`config.mk`:
```
export PLATFORM = sky130hd
export DESIGN_NAME = spi_frame_collector
export DESIGN_NICKNAME = d
export VERILOG_FILES = /design/src/rtl/spi_frame_collector.sv
export SDC_FILE = /design/constraint.sdc
export NUM_CORES = 1
export LEC_CHECK = 0
export CORE_MARGIN = 5
export CORE_UTILIZATION = 25
export CTS_CLUSTER_DIAMETER = 150
export DETAILED_ROUTE_END_ITERATION = 10
export DONT_BUFFER_PORTS = 1
export PLACE_DENSITY_LB_ADDON = 0.2
export REMOVE_ABC_BUFFERS = 1
export SLEW_MARGIN = 10
export SYNTH_ARGS = -nofsm -noshare
export SYNTH_HDL_FRONTEND = slang
export SYNTH_SLANG_ARGS = --single-unit
export TNS_END_PERCENT = 100
```
`constraint.sdc`:
```
create_clock -name HCLK -period 4.6 [get_ports HCLK]
set_clock_uncertainty 0.2 [all_clocks]
set_input_delay 0.46 -clock HCLK [delete_from_list [all_inputs] [get_ports HCLK]]
set_output_delay 0.46 -clock HCLK [all_outputs]
set_load 0.05 [all_outputs]
```
`src/rtl/spi_frame_collector.sv`:
```
// Passive SPI mode-0 sniffer: one packet per chip-select frame, pkt_valid SYNC_STAGES+2 cycles after CS rises.
// Single-entry output buffer; a commit while it is held and not accepted is dropped and marks overrun.
module spi_frame_collector #(
  parameter int SYNC_STAGES = 2
) (
  input  logic        HCLK,
  input  logic        HRESETn,
  input  logic        spi_clk,
  input  logic        spi_csn,
  input  logic        spi_sdo0,
  input  logic [5:0]  cfg_cmd_len,
  input  logic [5:0]  cfg_addr_len,
  input  logic [15:0] cfg_dummy_len,
  input  logic [5:0]  cfg_data_len,
  output logic        pkt_valid,
  input  logic        pkt_ready,
  output logic [31:0] pkt_cmd,
  output logic [31:0] pkt_addr,
  output logic [31:0] pkt_data,
  output logic [15:0] pkt_bit_count,
  output logic [2:0]  pkt_flag
);

  typedef enum logic [2:0] {
    S_IDLE, S_CMD, S_ADDR, S_DUMMY, S_DATA, S_TAIL, S_WAIT_CS
  } state_e;

  logic [SYNC_STAGES-1:0] clk_sync_q, csn_sync_q, sdo_sync_q;
  logic clk_p_q, csn_p_q;
  logic clk_rise_q, csn_rise_q, csn_fall_q, sdo_q;

  state_e      state_q, state_d;
  logic [15:0] cnt_q, cnt_d, bits_q, bits_d;
  logic [31:0] cmd_q, cmd_d, addr_q, addr_d, data_q, data_d;
  logic        long_q, long_d;
  logic [5:0]  cmd_len_q, cmd_len_d, addr_len_q, addr_len_d, data_len_q, data_len_d;
  logic [15:0] dummy_len_q, dummy_len_d;

  logic        valid_q, valid_d;
  logic [31:0] out_cmd_q, out_cmd_d, out_addr_q, out_addr_d, out_data_q, out_data_d;
  logic [15:0] out_bits_q, out_bits_d;
  logic [2:0]  out_flag_q, out_flag_d;

  logic        commit;
  logic [15:0] cur_len;

  // Next nonzero phase after 'from'; TAIL once every configured phase is exhausted.
  function automatic state_e next_phase(input state_e from, input logic [5:0] cl,
                                        input logic [5:0] al, input logic [15:0] dl,
                                        input logic [5:0] tl);
    next_phase = S_TAIL;
    if (from == S_IDLE && cl != 6'd0)
      next_phase = S_CMD;
    else if ((from == S_IDLE || from == S_CMD) && al != 6'd0)
      next_phase = S_ADDR;
    else if ((from == S_IDLE || from == S_CMD || from == S_ADDR) && dl != 16'd0)
      next_phase = S_DUMMY;
    else if (from != S_DATA && from != S_TAIL && tl != 6'd0)
      next_phase = S_DATA;
  endfunction

  always_comb begin
    cur_len = 16'd0;
    case (state_q)
      S_CMD:   cur_len = {10'd0, cmd_len_q};
      S_ADDR:  cur_len = {10'd0, addr_len_q};
      S_DUMMY: cur_len = dummy_len_q;
      S_DATA:  cur_len = {10'd0, data_len_q};
      default: cur_len = 16'd0;
    endcase
  end

  always_comb begin
    state_d     = state_q;
    cnt_d       = cnt_q;
    bits_d      = bits_q;
    cmd_d       = cmd_q;
    addr_d      = addr_q;
    data_d      = data_q;
    long_d      = long_q;
    cmd_len_d   = cmd_len_q;
    addr_len_d  = addr_len_q;
    dummy_len_d = dummy_len_q;
    data_len_d  = data_len_q;
    commit      = 1'b0;
    case (state_q)
      S_WAIT_CS: if (csn_p_q) state_d = S_IDLE;
      S_IDLE: begin
        if (csn_fall_q) begin
          cmd_len_d   = cfg_cmd_len;
          addr_len_d  = cfg_addr_len;
          dummy_len_d = cfg_dummy_len;
          data_len_d  = cfg_data_len;
          cnt_d       = 16'd0;
          bits_d      = 16'd0;
          cmd_d       = 32'd0;
          addr_d      = 32'd0;
          data_d      = 32'd0;
          long_d      = 1'b0;
          state_d     = next_phase(S_IDLE, cfg_cmd_len, cfg_addr_len, cfg_dummy_len, cfg_data_len);
        end
      end
      default: begin
        if (csn_rise_q) begin
          commit  = 1'b1;
          state_d = S_IDLE;
        end else if (clk_rise_q) begin
          if (bits_q != 16'hFFFF) bits_d = bits_q + 16'd1;
          case (state_q)
            S_CMD:   cmd_d  = {cmd_q[30:0], sdo_q};
            S_ADDR:  addr_d = {addr_q[30:0], sdo_q};
            S_DATA:  data_d = {data_q[30:0], sdo_q};
            S_TAIL:  long_d = 1'b1;
            default: ;
          endcase
          if (state_q != S_TAIL) begin
            if (cnt_q == cur_len - 16'd1) begin
              cnt_d   = 16'd0;
              state_d = next_phase(state_q, cmd_len_q, addr_len_q, dummy_len_q, data_len_q);
            end else begin
              cnt_d = cnt_q + 16'd1;
            end
          end
        end
      end
    endcase
  end

  // Output buffer: a held, unaccepted packet wins over a new commit.
  always_comb begin
    valid_d    = valid_q;
    out_cmd_d  = out_cmd_q;
    out_addr_d = out_addr_q;
    out_data_d = out_data_q;
    out_bits_d = out_bits_q;
    out_flag_d = out_flag_q;
    if (commit && valid_q && !pkt_ready) begin
      out_flag_d[2] = 1'b1;
    end else if (commit) begin
      valid_d    = 1'b1;
      out_cmd_d  = cmd_q;
      out_addr_d = addr_q;
      out_data_d = data_q;
      out_bits_d = bits_q;
      out_flag_d = {1'b0, long_q, state_q != S_TAIL};
    end else if (valid_q && pkt_ready) begin
      valid_d = 1'b0;
    end
  end

  always_ff @(posedge HCLK) begin
    if (!HRESETn) begin
      clk_sync_q  <= '0;
      csn_sync_q  <= '0;
      sdo_sync_q  <= '0;
      clk_p_q     <= 1'b0;
      csn_p_q     <= 1'b0;
      clk_rise_q  <= 1'b0;
      csn_rise_q  <= 1'b0;
      csn_fall_q  <= 1'b0;
      sdo_q       <= 1'b0;
      state_q     <= S_WAIT_CS;
      cnt_q       <= 16'd0;
      bits_q      <= 16'd0;
      cmd_q       <= 32'd0;
      addr_q      <= 32'd0;
      data_q      <= 32'd0;
      long_q      <= 1'b0;
      cmd_len_q   <= 6'd0;
      addr_len_q  <= 6'd0;
      dummy_len_q <= 16'd0;
      data_len_q  <= 6'd0;
      valid_q     <= 1'b0;
      out_cmd_q   <= 32'd0;
      out_addr_q  <= 32'd0;
      out_data_q  <= 32'd0;
      out_bits_q  <= 16'd0;
      out_flag_q  <= 3'd0;
    end else begin
      clk_sync_q  <= {clk_sync_q[SYNC_STAGES-2:0], spi_clk};
      csn_sync_q  <= {csn_sync_q[SYNC_STAGES-2:0], spi_csn};
      sdo_sync_q  <= {sdo_sync_q[SYNC_STAGES-2:0], spi_sdo0};
      clk_p_q     <= clk_sync_q[SYNC_STAGES-1];
      csn_p_q     <= csn_sync_q[SYNC_STAGES-1];
      clk_rise_q  <= clk_sync_q[SYNC_STAGES-1] & ~clk_p_q;
      csn_rise_q  <= csn_sync_q[SYNC_STAGES-1] & ~csn_p_q;
      csn_fall_q  <= ~csn_sync_q[SYNC_STAGES-1] & csn_p_q;
      sdo_q       <= sdo_sync_q[SYNC_STAGES-1];
      state_q     <= state_d;
      cnt_q       <= cnt_d;
      bits_q      <= bits_d;
      cmd_q       <= cmd_d;
      addr_q      <= addr_d;
      data_q      <= data_d;
      long_q      <= long_d;
      cmd_len_q   <= cmd_len_d;
      addr_len_q  <= addr_len_d;
      dummy_len_q <= dummy_len_d;
      data_len_q  <= data_len_d;
      valid_q     <= valid_d;
      out_cmd_q   <= out_cmd_d;
      out_addr_q  <= out_addr_d;
      out_data_q  <= out_data_d;
      out_bits_q  <= out_bits_d;
      out_flag_q  <= out_flag_d;
    end
  end

  assign pkt_valid     = valid_q;
  assign pkt_cmd       = out_cmd_q;
  assign pkt_addr      = out_addr_q;
  assign pkt_data      = out_data_q;
  assign pkt_bit_count = out_bits_q;
  assign pkt_flag      = out_flag_q;

endmodule

```
==> metrics.txt <==
Worst slew margin 22.0%; Worst IR Drop VDD around 0.23 mV; ys flop type dfxtp_1; status finished, final reports clean; Setup CP Type flop to flop; CTS max path bufs 3; register clock-pin slew on the reported worst setup and hold paths 0.06 ns; post-layout minimum cycle time 4.36 ns; Critical Path Sink Type flop; post-DR vias/cell 4.71; FF-to-FF path depth 10; clk_lat worst skew 0.55 ns; Initial Util 25.1%; worst hold-check path type input port to flop; Max Transition Viols Final 0; sequential area share after synthesis 47.0%; startpoint types flop; Reg2Reg Capture Point cnt_q[6]; cells along the critical path mux2_2 > a211oi_2 > ha_1 > nand3_1 > xnor3_1 > or4b_2 > a221oi_4 > nand4_4 > a41oi_1 > a31oi_1; Final ANT Viol Nets 0; post-synthesis cell type count 75; number of synthesis warnings 0; Slew @ Worst Pin 1.17 ns; Hold Path Sink state_q[2]; aggregate global routing overflow 0; MaxCap Viol Count 0; hold path depth 3; largest net degree at the start of global routing 261; DPL Wire Length ~22000 um; Ports roughly 160; crit-path max cell delay approximately 0.63 ns; total die area around 55000 um^2; port bufs 0; Synth area leader dfxtp_1; Initial DRC Count 603; antenna violations before repair 2; Sink Count between 200 and 300; flops & latches, synth 294; ys async rst share 0%; share of cells above drive strength 1 6.85%; Total GRT Usage 12.5%; H-tree depth 2; CTS buffer count 37; Critical Path RT 4.79 ns; final worst-path cycle share 94.7%; DR vias approximately 10000; post-synthesis cell area approximately 13000 um^2; drt pass-1 iters 5; Critical Path Source state_q[1]; final hold violation count 0; first-pass GRT wire length 55500 um; min-delay src HRESETn; Setup Viol. Count Final 0; Crit Reg-Reg Startpoint state_q[1]; number of enable flip-flop cells after synthesis 0; gpl congestion 0.806; CORE AREA 49900 um^2; Area growth, synth to finish 19.2%; Wirelength per Cell ~16 um; Chip Height approximately 230 um; R2R setup slack 0.24 ns; RSZ-0062 raised after global routing false; vias in the first global route 9638; TritonCTS clock tree built; row count between 80 and 90; Synth area leaders dfxtp_1, a21boi_0, nand2_1; die span in x 234 um; area share of the largest cell type after synthesis 47.0%; final net count 1519; WL final 35800 um; Worst EP arrival between 4 and 5 ns; Power Dens Cells 401 nW/um^2; total power approximately 0.0060 W; Leak 4.84 nW; Syn Area/Cell ~8.5 um^2; Hold WS 0.0838 ns; DRC violations left 0; crit-path max FO 28; max frequency 0.229 GHz; CTS Root Cell clkbuf_16; setup total negative slack 0 ns; Crit-path slowest cell or4b_2; Post-Synthesis Cells 1479
## layout make-up
cell class / count / area, um^2
Antenna cell: 1 / 2.50
Clock buffer: 57 / 1100
Clock inverter: 10 / 160
Fill cell: 5339 / 34900
Inverter: 9 / 33.8
Multi-Input combinational cell: 1056 / 6140
Sequential cell: 294 / 5890
Tap cell: 672 / 841
Timing Repair Buffer: 78 / 761
## synthesized netlist by cell type (3+ instances only)
cell type and number:
xor2_1 15, nand4b_1 10, and2_1 12, clkbuf_1 104
a32oi_1 4, a31oi_1 18, and3_1 13, a21boi_0 215
o21bai_1 3, ha_1 3, xnor2_1 14, nand4_1 11
buf_6 4, nand3b_1 5, a21oi_1 11, buf_2 3
nor3_1 15, a41oi_1 7, o21ai_0 6, nor2_1 43
inv_1 9, buf_1 8, nor3b_1 4, a32o_1 3
o211ai_1 3, nor2b_1 44, or3_1 5, a22oi_1 36
nand3_1 83, nor4bb_1 4, nor4_1 13, nand2_1 391
dfxtp_1 294, a41oi_2 5, nand2b_1 8
## worst max-delay path by stage
stage | end | cells past startpoint
6_report | cnt_q[6] | 10
5_1_grt | cnt_q[10] | 10
4_1_cts | cnt_q[6] | 10
3_5_place_dp | cnt_q[6] | 11
3_3_place_gp | cnt_q[2] | 10
2_1_floorplan | pkt_flag[0] | 7
## worst max-delay path: cells and delay by family, from the launching register on
family / cells / cell delay [ns]
xor+xnor: 1 / 0.27
fa+ha+maj: 1 / 0.24
compound gates: 4 / 1.21
simple gates: 3 / 1.26
mux: 1 / 0.40
flops: 1 / 0.60
## logic make-up (layout without fill, tap and decap cells)
kind of cell	count (synthesis)	after routing	synth area share, %
AND/OR/NAND/NOR	679	679	25.1
adder cells (fa/ha/maj)	3	3	0.300
buffers and inverters	129	154	4.17
AO/OA/AOI/OAI	340	340	20.8
XOR/XNOR	30	30	2.21
multiplexers	4	4	0.340
other	0	1	0
flip-flops	294	294	47.0
## routing by layer
layer | track usage, % | vias to the layer above | routed length, um
met3 | 3.63 | 53 | 2330
met2 | 19.3 | 229 | 15900
met4 | 3.54 | 2 | 780
met1 | 17.2 | 4881 | 16800
met5 | 0 | - | 13
li1 | - | 5092 | -
## power by group
group | switching [W] | internal (W) | total, W
Sequential | 0.0000468 | 0.00256 | 0.00261
Combinational | 0.000242 | 0.000145 | 0.000387
Clock | 0.00116 | 0.00183 | 0.00300
Total | 0.00145 | 0.00454 | 0.00599
## state kept, by name, indices dropped and copies added (netlist names), 2 cells and up
signal,count
addr_q,32
pkt_bit_count,16
pkt_data,32
pkt_addr,32
data_len_q,6
pkt_cmd,32
cmd_q,32
bits_q,16
csn_sync_q,2
addr_len_q,6
cmd_len_q,6
state_q,3
data_q,32
cnt_q,16
clk_sync_q,2
dummy_len_q,16
sdo_sync_q,2
pkt_flag,3
## cell usage in the layout (no fill, tap or decap), types with 6 or more instances in the layout
cell type      netlist  layout
buf_4                1      19
xnor2_1             14      14
nor4_1              13      13
o21ai_0              6       6
nand4b_1            10      10
a41oi_1              7       7
nand4_1             11      11
inv_1                9       9
xor2_1              15      15
nor2b_1             44      41
nand2_1            391     391
clkbuf_1           104      11
nand2b_1             8       7
a21boi_0           215     215
a22oi_1             36      36
nor3_1              15      13
dfxtp_1            294     293
clkbuf_16            0      38
a31oi_1             18      18
clkbuf_8             0       8
and3_1              13      13
a21oi_1             11      11
nand3_1             83      83
and2_1              12      12
dlygate4sd3_1        0      57
nor2_1              43      43
## timing repair
action | CTS | global route
hold buffers | 58 | 0
setup buffers | 0 | 0
hold endpoints to repair | 277 | 0
endpoints found under the setup margin | 0 | 6
resized for setup | 0 | 1
## metrics by stage
stage | cell area (um^2) | utilization, % | cells | setup slack, ns
after global routing | 14900 | 29.9 | 2177 | 0.0398
final | 14900 | 29.9 | 2177 | 0.242
after global placement | 13100 | 26.2 | 2051 | 0.426
after CTS | 14900 | 29.9 | 2176 | 0.290
after detailed placement | 13100 | 26.2 | 2051 | 0.296
after floorplan | 12000 | - | 1359 | -1.64
(Power assumes the default switching activity.)
